**src/rtl/axis_crc32_insert_if.sv**
```systemverilog
// rtl/axis_crc32_insert_if.sv - byte-wide AXI-Stream bundle carrying a frame error flag
interface axis_crc32_insert_if;
  logic [7:0] tdata;
  logic       tvalid;
  logic       tready;
  logic       tlast;
  logic       tuser;

  modport master (output tdata, output tvalid, input tready, output tlast, output tuser);
  modport slave  (input tdata, input tvalid, output tready, input tlast, input tuser);
endinterface

```
**src/rtl/axis_crc32_insert.sv**
```systemverilog
// rtl/axis_crc32_insert.sv - appends a 4-byte CRC-32 FCS to each AXI-Stream byte frame

// Combinational LFSR / CRC step: advances the register by DATA_WIDTH input bits.
module lfsr #(
  parameter int                    LFSR_WIDTH   = 32,
  parameter logic [LFSR_WIDTH-1:0] LFSR_POLY    = 32'h04C11DB7,
  parameter string                 LFSR_CONFIG  = "GALOIS",
  parameter bit                    REVERSE      = 1'b1,
  parameter int                    DATA_WIDTH   = 8,
  parameter int                    OUTPUT_WIDTH = 32,
  parameter string                 STYLE        = "AUTO"
) (
  input  logic [DATA_WIDTH-1:0]   data_in,
  input  logic [LFSR_WIDTH-1:0]   lfsr_in,
  output logic [OUTPUT_WIDTH-1:0] lfsr_out
);

  function automatic logic [LFSR_WIDTH-1:0] bit_reverse(input logic [LFSR_WIDTH-1:0] v);
    for (int i = 0; i < LFSR_WIDTH; i++) bit_reverse[i] = v[LFSR_WIDTH-1-i];
  endfunction

  localparam logic [LFSR_WIDTH-1:0] POLY_REV  = bit_reverse(LFSR_POLY);
  localparam bit                    IS_GALOIS = (LFSR_CONFIG == "GALOIS");

  // One bit time of the register; reflected mode shifts toward bit 0.
  function automatic logic [LFSR_WIDTH-1:0] lfsr_step(input logic [LFSR_WIDTH-1:0] s, input logic d);
    logic fb;
    if (IS_GALOIS) begin
      if (REVERSE) begin
        fb = s[0] ^ d;
        lfsr_step = (s >> 1) ^ (fb ? POLY_REV : '0);
      end else begin
        fb = s[LFSR_WIDTH-1] ^ d;
        lfsr_step = (s << 1) ^ (fb ? LFSR_POLY : '0);
      end
    end else begin
      if (REVERSE) begin
        fb = (^(s & POLY_REV)) ^ d;
        lfsr_step = {fb, s[LFSR_WIDTH-1:1]};
      end else begin
        fb = (^(s & LFSR_POLY)) ^ d;
        lfsr_step = {s[LFSR_WIDTH-2:0], fb};
      end
    end
  endfunction

  // Input bits in the order they are shifted in: LSB first when reflected.
  logic [DATA_WIDTH-1:0] data_ord;
  for (genvar i = 0; i < DATA_WIDTH; i++) begin : g_ord
    assign data_ord[i] = REVERSE ? data_in[i] : data_in[DATA_WIDTH-1-i];
  end

  logic [LFSR_WIDTH-1:0] state_final;

  if (STYLE == "UNROLLED") begin : g_unrolled
    logic [LFSR_WIDTH-1:0] chain [DATA_WIDTH+1];
    assign chain[0] = lfsr_in;
    for (genvar i = 0; i < DATA_WIDTH; i++) begin : g_bit
      assign chain[i+1] = lfsr_step(chain[i], data_ord[i]);
    end
    assign state_final = chain[DATA_WIDTH];
  end else begin : g_loop
    // Serial bit loop, flattened into parallel XOR logic by synthesis.
    always_comb begin
      state_final = lfsr_in;
      for (int i = 0; i < DATA_WIDTH; i++) state_final = lfsr_step(state_final, data_ord[i]);
    end
  end

  assign lfsr_out = state_final[OUTPUT_WIDTH-1:0];

endmodule

module axis_crc32_insert #(
  parameter logic [31:0] CRC_INIT   = 32'hFFFFFFFF,
  parameter logic [31:0] CRC_XOROUT = 32'hFFFFFFFF
) (
  input  logic                       clk,
  input  logic                       rst,
  axis_crc32_insert_if.slave         s_axis,
  axis_crc32_insert_if.master        m_axis
);

  typedef enum logic {ST_PAYLOAD, ST_FCS} state_t;

  state_t      state_q;
  logic [1:0]  cnt_q;
  logic [31:0] crc_q;
  logic [31:0] fcs_q;
  logic        tuser_q;
  logic [7:0]  m_tdata_q;
  logic        m_tvalid_q;
  logic        m_tlast_q;
  logic        m_tuser_q;

  logic [31:0] crc_upd;
  logic [7:0]  fcs_byte;
  logic        out_ready;
  logic        s_tready;
  logic        s_fire;

  lfsr #(
    .LFSR_WIDTH  (32),
    .LFSR_POLY   (32'h04C11DB7),
    .LFSR_CONFIG ("GALOIS"),
    .REVERSE     (1'b1),
    .DATA_WIDTH  (8),
    .OUTPUT_WIDTH(32),
    .STYLE       ("AUTO")
  ) u_crc (
    .data_in (s_axis.tdata),
    .lfsr_in (crc_q),
    .lfsr_out(crc_upd)
  );

  // The single output register may be (re)loaded when empty or being drained.
  assign out_ready = m_axis.tready | ~m_tvalid_q;
  assign s_tready  = ~rst & (state_q == ST_PAYLOAD) & out_ready;
  assign s_fire    = s_tready & s_axis.tvalid;

  assign s_axis.tready = s_tready;
  assign m_axis.tdata  = m_tdata_q;
  assign m_axis.tvalid = m_tvalid_q;
  assign m_axis.tlast  = m_tlast_q;
  assign m_axis.tuser  = m_tuser_q;

  // Select the FCS byte for the current position, least significant first.
  always_comb begin
    fcs_byte = fcs_q[7:0];
    case (cnt_q)
      2'd0: fcs_byte = fcs_q[7:0];
      2'd1: fcs_byte = fcs_q[15:8];
      2'd2: fcs_byte = fcs_q[23:16];
      2'd3: fcs_byte = fcs_q[31:24];
    endcase
  end

  // Frame FSM, running CRC and the registered output stage.
  always_ff @(posedge clk) begin
    if (rst) begin
      state_q    <= ST_PAYLOAD;
      cnt_q      <= 2'd0;
      crc_q      <= CRC_INIT;
      fcs_q      <= 32'd0;
      tuser_q    <= 1'b0;
      m_tdata_q  <= 8'd0;
      m_tvalid_q <= 1'b0;
      m_tlast_q  <= 1'b0;
      m_tuser_q  <= 1'b0;
    end else begin
      case (state_q)
        ST_PAYLOAD: begin
          if (s_fire) begin
            m_tdata_q  <= s_axis.tdata;
            m_tvalid_q <= 1'b1;
            m_tlast_q  <= 1'b0;
            m_tuser_q  <= 1'b0;
            if (s_axis.tlast) begin
              fcs_q   <= crc_upd ^ CRC_XOROUT;
              tuser_q <= s_axis.tuser;
              crc_q   <= CRC_INIT;
              cnt_q   <= 2'd0;
              state_q <= ST_FCS;
            end else begin
              crc_q <= crc_upd;
            end
          end else if (m_axis.tready) begin
            m_tvalid_q <= 1'b0;
          end
        end
        ST_FCS: begin
          if (out_ready) begin
            m_tdata_q  <= fcs_byte;
            m_tvalid_q <= 1'b1;
            m_tlast_q  <= (cnt_q == 2'd3);
            m_tuser_q  <= (cnt_q == 2'd3) & tuser_q;
            cnt_q      <= cnt_q + 2'd1;
            if (cnt_q == 2'd3) state_q <= ST_PAYLOAD;
          end
        end
      endcase
    end
  end

endmodule

```
**src/flat_wrapper.sv**
```systemverilog
// flat-port wrapper written by rule: the top's interface ports become plain ports
module axis_crc32_insert_flat 
#(
  parameter logic [31:0] CRC_INIT   = 32'hFFFFFFFF,
  parameter logic [31:0] CRC_XOROUT = 32'hFFFFFFFF
)
  (clk, rst, s_axis_tdata, s_axis_tvalid, s_axis_tready, s_axis_tlast, s_axis_tuser, m_axis_tdata, m_axis_tvalid, m_axis_tready, m_axis_tlast, m_axis_tuser);
  axis_crc32_insert_if s_axis_i ();
  axis_crc32_insert_if m_axis_i ();
  input  logic clk;
  input  logic rst;
  input wire logic [$bits(s_axis_i.tdata)-1:0] s_axis_tdata;
  input wire logic [$bits(s_axis_i.tvalid)-1:0] s_axis_tvalid;
  output wire logic [$bits(s_axis_i.tready)-1:0] s_axis_tready;
  input wire logic [$bits(s_axis_i.tlast)-1:0] s_axis_tlast;
  input wire logic [$bits(s_axis_i.tuser)-1:0] s_axis_tuser;
  output wire logic [$bits(m_axis_i.tdata)-1:0] m_axis_tdata;
  output wire logic [$bits(m_axis_i.tvalid)-1:0] m_axis_tvalid;
  input wire logic [$bits(m_axis_i.tready)-1:0] m_axis_tready;
  output wire logic [$bits(m_axis_i.tlast)-1:0] m_axis_tlast;
  output wire logic [$bits(m_axis_i.tuser)-1:0] m_axis_tuser;
  assign s_axis_i.tdata = s_axis_tdata;
  assign s_axis_i.tvalid = s_axis_tvalid;
  assign s_axis_tready = s_axis_i.tready;
  assign s_axis_i.tlast = s_axis_tlast;
  assign s_axis_i.tuser = s_axis_tuser;
  assign m_axis_tdata = m_axis_i.tdata;
  assign m_axis_tvalid = m_axis_i.tvalid;
  assign m_axis_i.tready = m_axis_tready;
  assign m_axis_tlast = m_axis_i.tlast;
  assign m_axis_tuser = m_axis_i.tuser;
  axis_crc32_insert #(.CRC_INIT(CRC_INIT), .CRC_XOROUT(CRC_XOROUT)) u_core (.clk(clk), .rst(rst), .s_axis(s_axis_i), .m_axis(m_axis_i));
endmodule
```
**config.mk**
```make
export PLATFORM = sky130hd
export DESIGN_NAME = axis_crc32_insert_flat
export DESIGN_NICKNAME = d
export VERILOG_FILES = /design/src/rtl/axis_crc32_insert_if.sv /design/src/rtl/axis_crc32_insert.sv /design/src/flat_wrapper.sv
export SDC_FILE = /design/constraint.sdc
export NUM_CORES = 1
export LEC_CHECK = 0
export CAP_MARGIN = 20
export CORE_MARGIN = 2
export CORE_UTILIZATION = 48
export CTS_CLUSTER_SIZE = 10
export DETAILED_ROUTE_END_ITERATION = 6
export PLACE_DENSITY = 0.74
export SYNTH_ARGS = -nofsm -noshare
export SYNTH_HDL_FRONTEND = slang
export SYNTH_SLANG_ARGS = --single-unit
```
**constraint.sdc**
```tcl
create_clock -name clk -period 4.6 [get_ports clk]
set_input_delay 0.92 -clock clk [delete_from_list [all_inputs] [get_ports clk]]
set_output_delay 0.92 -clock clk [all_outputs]
set_load 0.01 [all_outputs]
```
==> metrics.yaml <==
outcome: "complete, no violations"
grtUsageMet2: 0.366
ant_nets: 0
layout_commonest_cell: "dfxtp_1"
wl_per_cell_um: 17.2
cts_buffers: 9
busiest_layer: "met2"
worstPathMaxFanout: 4
seq_area_sq_um: 1580
syn_nets: 426
cp_slowest_cell: "clkdlybuf4s50_1"
cts_sinks: 79
ir_worst_vdd_mv: 0.299
preCtsSetupSlack_ns: 1.39
synth_top_family_by_area: "XOR/XNOR gates"
initial_core_util: 0.496
cpMostUsedCell: "clkdlybuf4s50_1"
hp-class: "register to register"
finalCritPeriodShare: 0.698
cap_violations: 0
cts_setup_buffers: 0
die_area_sq_um: 8720
synth_edf_count: 0
yosysWarnings: 0
finish.utilization: 0.568
diodes: 0
drt_iter0_drc: 269
ios: 26
skew_ns: 0.0106
grt_pass1_wl_um: 14900
layout-drive-gt1-share: 0.0748
hold_ws_ns: 0.457
synth_seq_cells: 79
drc: 0
cp_data_required_time_ns: 3.68
vias: 2986
start_kind: "primary input"
critPathMaxStageDelay_ns: 0.55
setup_viol: 0
tightest_slew_ns: 0.988
cts_root_buffer: "clkbuf_8"
finalHoldViolCount: 0
grt_setup_unrepaired: "false"
first_global_vias: 2878
arrival_ns: 2.29
synthAdderAreaFrac: 0.0131
cts_hold_buf: 0
rows: 32
reg2reg_depth: 5
insertion_delay_ns: 0.35
critPathKind: "primary input to primary output"
io_buffers: 25
synthDistinctLibCells: 34
p_total_w: 0.00207
cts_tree: "yes"
fin_ws_ns: 1.39
gr-usage-met1: 0.295
nFillCells: 671
crit_chain: "clkdlybuf4s50_1 -> nand2b_1 -> nand2_1 -> nor2_1 -> clkdlybuf4s50_1"
synth-xor-area-share: 0.238
synth-simple-area-share: 0.143
endpoint_kind: "primary output"
grt-ovfl-total: 0
htreeDepth: 3
synth_ff_type: "dfxtp_1"
clockBufferDepth: 2
min_period_ns: 3.21
yosysSeqAreaShare: 0.413
clk_pin_slew_ns: 0.08
synth_compound_area_frac: 0.157
power.density_nw_per_um2: 472
p_leak_nw: 1.63
track_usage: 0.228
detailed_place_hpwl_um: 6160
routed_wl_um: 9100
die_h_um: 93.4
hold_depth: 2
die_w_um: 93.4
final-max-slew-violation-count: 0
drt-pass1-iter-count: 6
grt_max_degree: 51
muxShareOfSynthArea: 0
multi_input_area_sq_um: 2110
ctsResizeCount: 0
gp_congestion: 0.805
met3_usage: 0.0693
syn_area_sq_um: 3830
synthArstFlopShare: 0
coreArea_sq_um: 7730
maxSlewHeadroom: 0.337
syn_area_per_cell_sq_um: 9.39
antenna_found_initial: 0
viasPerCell: 5.63
clock.fmax_mhz: 312
fin_nets: 442
most-common-layout-cells: "dfxtp_1 (79), nor2_1 (76), a21oi_1 (52)"
synthCells: 408
area_growth_pct: 14.5
tns_ns: 0
-- state kept, by name, indices dropped and copies added, names as in the netlist --
name	cells
u_core.state_q	1
u_core.tuser_q	1
u_core.m_axis.tdata	8
u_core.m_axis.tlast	1
u_core.crc_q	32
u_core.fcs_q	32
u_core.cnt_q	2
u_core.m_axis.tuser	1
u_core.m_axis.tvalid	1
-- worst paths after layout --
| kind | start | to | slack (ns) |
|---|---|---|---|
| max | m_axis_tready | s_axis_tready | 1.39 |
| min | u_core.fcs_q[28] | u_core.fcs_q[28] | 0.46 |
| max reg2reg | u_core.crc_q[5] | u_core.fcs_q[25] | 2.48 |
| min reg2reg | u_core.fcs_q[28] | u_core.fcs_q[28] | 0.46 |
-- layer usage --
metal	vias to the layer above	share of wire
met5	-	0
met4	0	0.015
met3	15	0.078
met2	124	0.47
met1	1409	0.43
li1	1438	-
-- synthesized netlist by cell type, types with 2 or more instances --
library cell	count	area [sq um]
o32a_1	8	80.1
nand2_1	29	109
clkbuf_1	22	82.6
dfxtp_1	79	1580
a22oi_1	9	67.6
xnor2_2	6	97.6
xor2_2	2	32.5
nand3_1	3	15.0
nor2b_1	2	12.5
a221oi_1	8	70.1
xnor2_4	5	138
xor2_1	6	52.6
a211oi_1	12	90.1
nor3_1	18	90.1
xnor3_1	14	315
ha_1	4	50.1
xnor2_1	29	254
nor2_1	76	285
inv_1	10	37.5
a21oi_1	52	260
-- worst max-delay path: cells and delay by family --
kind | cells | cell delay, ns
and+or+nand+nor | 3 | 0.34
buffers and inverters | 2 | 1.03
-- stage by stage --
step | std cells | cell area, sq um
after floorplan | 408 | 3830
after global placement | 514 | 4130
after detailed placement | 514 | 4130
after CTS | 529 | 4360
after global routing | 530 | 4390
final | 530 | 4390
-- cells by family (layout without fill, tap and decap cells) --
logic type                 Yosys count  count (layout)
DFF                                 79              79
and+or+nand+nor                    133             133
buffers and inverters               35              55
AOI/OAI and AO/OA                   94              94
xor gates and xnor gates            63              63
adders and majority gates            4               4
-- layout make-up --
type,instances,area share
repair buffers,29,0.0673
well taps,102,0.0291
inverters,11,0.00941
clock buffers,11,0.0299
multi-input cells,294,0.482
flip-flops and latches,79,0.361
clock inverters,4,0.0217
-- report_power, final --
part | leakage [nW] | switching (W) | internal [W]
clock | 0.113 | 0.000244 | 0.000357
combinational | 0.874 | 0.000351 | 0.000330
sequential | 0.646 | 0.0000416 | 0.000747
total | 1.63 | 0.000637 | 0.00143
(Power assumes the default switching activity.)
==> RTL change 1: new RTL, same settings <==
`REVERSE` is set to 1'b1 in 2 places; all go to 1'b0.
--- a/src/rtl/axis_crc32_insert.sv
+++ b/src/rtl/axis_crc32_insert.sv
@@ -7,3 +7,3 @@
   parameter string                 LFSR_CONFIG  = "GALOIS",
-  parameter bit                    REVERSE      = 1'b1,
+  parameter bit                    REVERSE      = 1'b0,
   parameter int                    DATA_WIDTH   = 8,
@@ -105,3 +105,3 @@
     .LFSR_CONFIG ("GALOIS"),
-    .REVERSE     (1'b1),
+    .REVERSE     (1'b0),
     .DATA_WIDTH  (8),
Formal check against the unedited RTL: not equivalent (Yosys sat finds a counterexample within 4 cycles, from zero or initial values and one cycle with rst high).
==> RTL change 1 against the unedited design <==
  * First-iteration DRC count fell by 25%
  * Setup slack got worse by 0.22 ns
  * Sequential cell count stayed put
  * Wire length increased by 2.3%
  * Global-route usage up 0.84 points
  * Area after synthesis is 4.5% lower
  * Count of clock-buffer cells in the layout shrank 1
  * Register-to-register slack lost 0.34 ns
  * Highest routed layer unchanged
  * Power fell by 2.3%
  * Utilization grew 1.1 points
  * Design area down 3.3%
  * Critical endpoint unchanged
  * Largest power group unchanged
==> RTL change 1: results (changes against the unedited design) <==
The via count of the first global-routing pass came out at 2834 (-1.5%). The count of TritonRoute iterations in the first routing pass is 5 (-1). The met1 routing resource usage after global routing is 0.3072 (+0.01189). The overall global routing resource usage came out at 0.2360 (+0.008442). The worst-case headroom to the max-slew limit came out at 0.4469 (+0.1101). The final estimated routing congestion in global placement is 0.8572 (+6.5%). The longest individual stage delay on the worst path is 0.63 ns (+0.08 ns).

The number of fillers in the final layout is 623 (-7.2%). The first-pass GRT wire length is 15.06 mm (+1.3%). The layout cell share with drive strength beyond 1 came out at 0.08675 (+0.01198). The maximum ir drop on the vdd rail came out at 0.2709 mV (-9.3%). The total vias in the final route is 2938 (-1.6%). The ratio of total power to cell area is 477.0 nW/µm² (+1.0%). By area the synthesized netlist is led by dfxtp_1 43%, xnor2_1 9.8%, nor2_1 6.6%. The sequential fraction of the synthesis area came out at 0.4323 (+0.01962). The unique cell type count in the Yosys netlist came out at 29 (-15%).

The synthesized net count is 408 (-4.2%). The setup clock skew after layout is 0.007807 ns (-0.002758 ns). The run finished with clean final reports. The leakage power summed over all cells came out at 1.518 nW (-7.1%).

The worst hold path terminates at u_core.fcs_q[3]. The worst register-to-register path ends at u_core.crc_q[5]. The data arrival time of the critical path was 2.51 ns (+0.22 ns).

The detailed placer's ending HPWL was 6.456 mm (+4.8%). The largest net degree at the start of global routing came out at 43 (-16%). The critical register-to-register path startpoint is u_core.crc_q[29].

The startpoint identified for the worst hold timing path is u_core.fcs_q[3].
[RTL change 1: tightest hold or removal path, stage by stage (launching register included)]
cell,delay (ns)
dfxtp_1,0.31
nand2_1,0.05
a21oi_1,0.05
[RTL change 1: how the worst max path moves through the flow]
stage | slack (ns) | end
finish | 1.17 | s_axis_tready
global route | 1.09 | s_axis_tready
CTS | 1.17 | s_axis_tready
detailed placement | 1.11 | u_core.crc_q[5]
global placement | 1.16 | u_core.crc_q[5]
floorplan | 1.86 | u_core.crc_q[12]
[RTL change 1: logic make-up after synthesis]
group,synth area share
buffers and inverters,0.03078
xor gates and xnor gates,0.2110
DFF,0.4323
AOI/OAI and AO/OA,0.1884
adders and majority gates,0.01368
and+or+nand+nor,0.1238
[RTL change 1: stage by stage]
step	std cells	area (µm²)	worst slack [ns]	utilization	total power [mW]
3_5_place_dp	497	3999	1.111	0.5455	1.444
2_1_floorplan	390	3659	1.863	-	1.281
6_report	514	4242	1.173	0.5786	2.023
5_1_grt	514	4242	1.089	0.5786	2.118
4_1_cts	513	4230	1.171	0.5771	2.033
3_3_place_gp	497	3999	1.161	0.5455	1.430
[RTL change 1: area by class of cell]
cell class	instances	area [µm²]	area share
multi-input combinational	281	1964	0.4631
sequential	79	1582	0.3729
timing repair buffer	34	321.6	0.07581
clock buffer	10	137.6	0.03245
tap	99	123.9	0.02920
clock inverter	6	93.84	0.02212
inverter	5	18.77	0.004425
[RTL change 1: power breakdown]
part / internal (mW) / leakage, nW / switching, mW
combinational: 0.303 / 0.760 / 0.337
clock: 0.323 / 0.113 / 0.267
sequential: 0.748 / 0.646 / 0.0454
total: 1.37 / 1.52 / 0.649
==> RTL change 2: new RTL, config.mk and constraints unchanged <==
Made on the original files. Reset style: asynchronous (`rst`), changed in one clocked block.
--- a/src/rtl/axis_crc32_insert.sv
+++ b/src/rtl/axis_crc32_insert.sv
@@ -138,3 +138,3 @@
   // Frame FSM, running CRC and the registered output stage.
-  always_ff @(posedge clk) begin
+  always_ff @(posedge clk or posedge rst) begin
     if (rst) begin
Formal check against the unedited RTL: differs if rst is asserted again (counterexample within 4 cycles, from zero or initial values and one cycle with rst high); with rst held inactive, the same outputs for 4 cycles.
==> RTL change 2 against the unedited design <==
  * Final cell count shrank 7.9%
  * Design area increased by 9.7%
  * Setup slack improved by 0.14 ns
  * Synthesized cell count is 13% lower
  * Area after synthesis up 11%
  * Sequential cell count stayed put
  * Non-clock buffer count increased by 2
  * First-iteration DRC count down 46%
  * Hold slack improved by 0.030 ns
  * Critical path type unchanged
  * Wire length up 0.12%
  * Largest cell class unchanged
Power is not compared: it rests on default switching activity, and its combinational part moved more than twofold at a synthesized area within 25%.
==> RTL change 2: results (changes against the unedited design) <==
The run finished with clean final reports. The post-placement cell count is 472 (-8.2%). The starting DRC count in detailed routing came out at 144 (-46%).

The unique cell type count in the Yosys netlist is 36 (+5.9%). The data arrival time of the critical path came out at 2.15 ns (-0.14 ns). The wire length after detailed routing is 9.113 mm (+0.12%). The count of TritonRoute iterations in the first routing pass was 4 (-2).

At the later pin of the worst-skew pair, clock insertion delay measures ~0.36 ns. The flop-to-flop setup slack came out at 1.99 ns (-0.49 ns). The non-filler instance count after layout is 488 (-7.9%).

The setup clock skew after layout was 0.008859 ns (-0.001706 ns). The commonest cells after synthesis are 47 x dfrtp_1, 45 x a21oi_1, 32 x dfstp_2, 30 x nor2_1, 28 x xnor2_1. The final critical-path share of the clock period came to 0.6667 (-0.03116). The sequential fraction of the synthesis area was 0.4731 (+0.06048). The met1 routing resource usage after global routing was 0.2876 (-0.007700). The proportion of register bits with asynchronous set or reset after synthesis came out at 1.000 (+1.000). The startpoint identified for the worst register-to-register timing path is u_core.state_q.

The max-slew violation count is 0 (unchanged). The overall global routing resource usage is 0.2056 (-0.02193). The synthesized net count was 371 (-13%). The layout cell share with drive strength beyond 1 came out at 0.2447 (+0.1700). The final estimated routing congestion in global placement came out at 0.7955 (-1.1%). The first-pass GRT wire length came out at 15.19 mm (+2.2%). The number of cell instances on the worst register-to-register path came out at 6 (+1).

The detailed placer's ending HPWL is 6.102 mm (-0.94%). The antenna diode count came out at 0 (unchanged). The met2 layer usage reported by global route was 0.3203 (-0.04537).

The endpoint of the worst hold path is u_core.m_axis.tdata[0]. The largest net degree at the start of global routing was 41 (-20%). Sorting the synthesized cells by area gives the leading types as dfrtp_1 28%, dfstp_2 20%, xnor3_1 11%. The capture instance of the worst register-to-register path is u_core.fcs_q[14]. The met3 layer usage reported by global route came out at 0.04366 (-0.02563).

The largest driver fanout on the critical path came out at 3 (-1). CTS placed an instance of clkbuf_8 at the clock tree root. The cell count after synthesis was 353 (-13%). The total vias in the final route came to 2719 (-8.9%).

The count of nets after finishing is 393 (-11%). The placed standard-cell area is 4616 µm² (+12%). The smallest hold slack is 0.4867 ns (+0.03016 ns). The via count of the first global-routing pass is 2859 (-0.66%).

The minimum setup slack after placement is 1.182 ns (-0.2121 ns). The startpoint identified for the worst hold timing path is u_core.m_axis.tdata[0]. The worst-case headroom to the max-slew limit was 0.3474 (+0.01054).
[RTL change 2: changes by cell type in the layout (fill, tap and decap cells not counted), sizes merged, moves of 8 or more]
cell    before  now
dfxtp       79    0
mux2         0   27
o32a         8    0
nor3        19    1
o21ai        2   16
a211oi      12    0
nand2       29   16
dfrtp        0   47
dfstp        0   32
nor2        76   30
[RTL change 2: power groups by stage]
stage | registers (mW) | logic [mW] | clock network, mW
global route | 1.36 | 2.65 | 0.556
finish | 1.32 | 2.45 | 0.521
global placement | 1.31 | 2.39 | 0
CTS | 1.32 | 2.45 | 0.528
floorplan | 1.29 | 1.92 | 0
detailed placement | 1.33 | 2.44 | 0
[RTL change 2: cells by family (layout without fill, tap and decap cells)]
logic type	after synthesis	in the layout	synth area share
AND/OR/NAND/NOR	58	58	0.05724
buffers and inverters	32	59	0.02935
flip-flops	79	79	0.4731
AO/OA/AOI/OAI	84	84	0.1159
adder cells (fa/ha/maj)	4	4	0.01174
multiplexers	27	27	0.07220
XOR/XNOR	69	69	0.2404
[RTL change 2: worst max-delay path, delay by kind of cell]
kind	cells	cell delay, ns
buffers and inverters	2	1.04
AND/OR/NAND/NOR	2	0.19
[RTL change 2: area by class of cell]
cell class	instances	area, µm²
Clock buffer	9	123.9
Clock inverter	7	73.82
Fill cell	729	3865
Inverter	12	45.04
Multi-Input combinational cell	242	2123
Sequential cell	79	2017
Tap cell	108	135.1
Timing Repair Buffer	31	295.3
[RTL change 2: routing by layer]
layer	vias up	share of wire
li1	1262	-
met2	83	0.47
met5	-	0
met4	0	0.016
met3	11	0.062
met1	1363	0.45
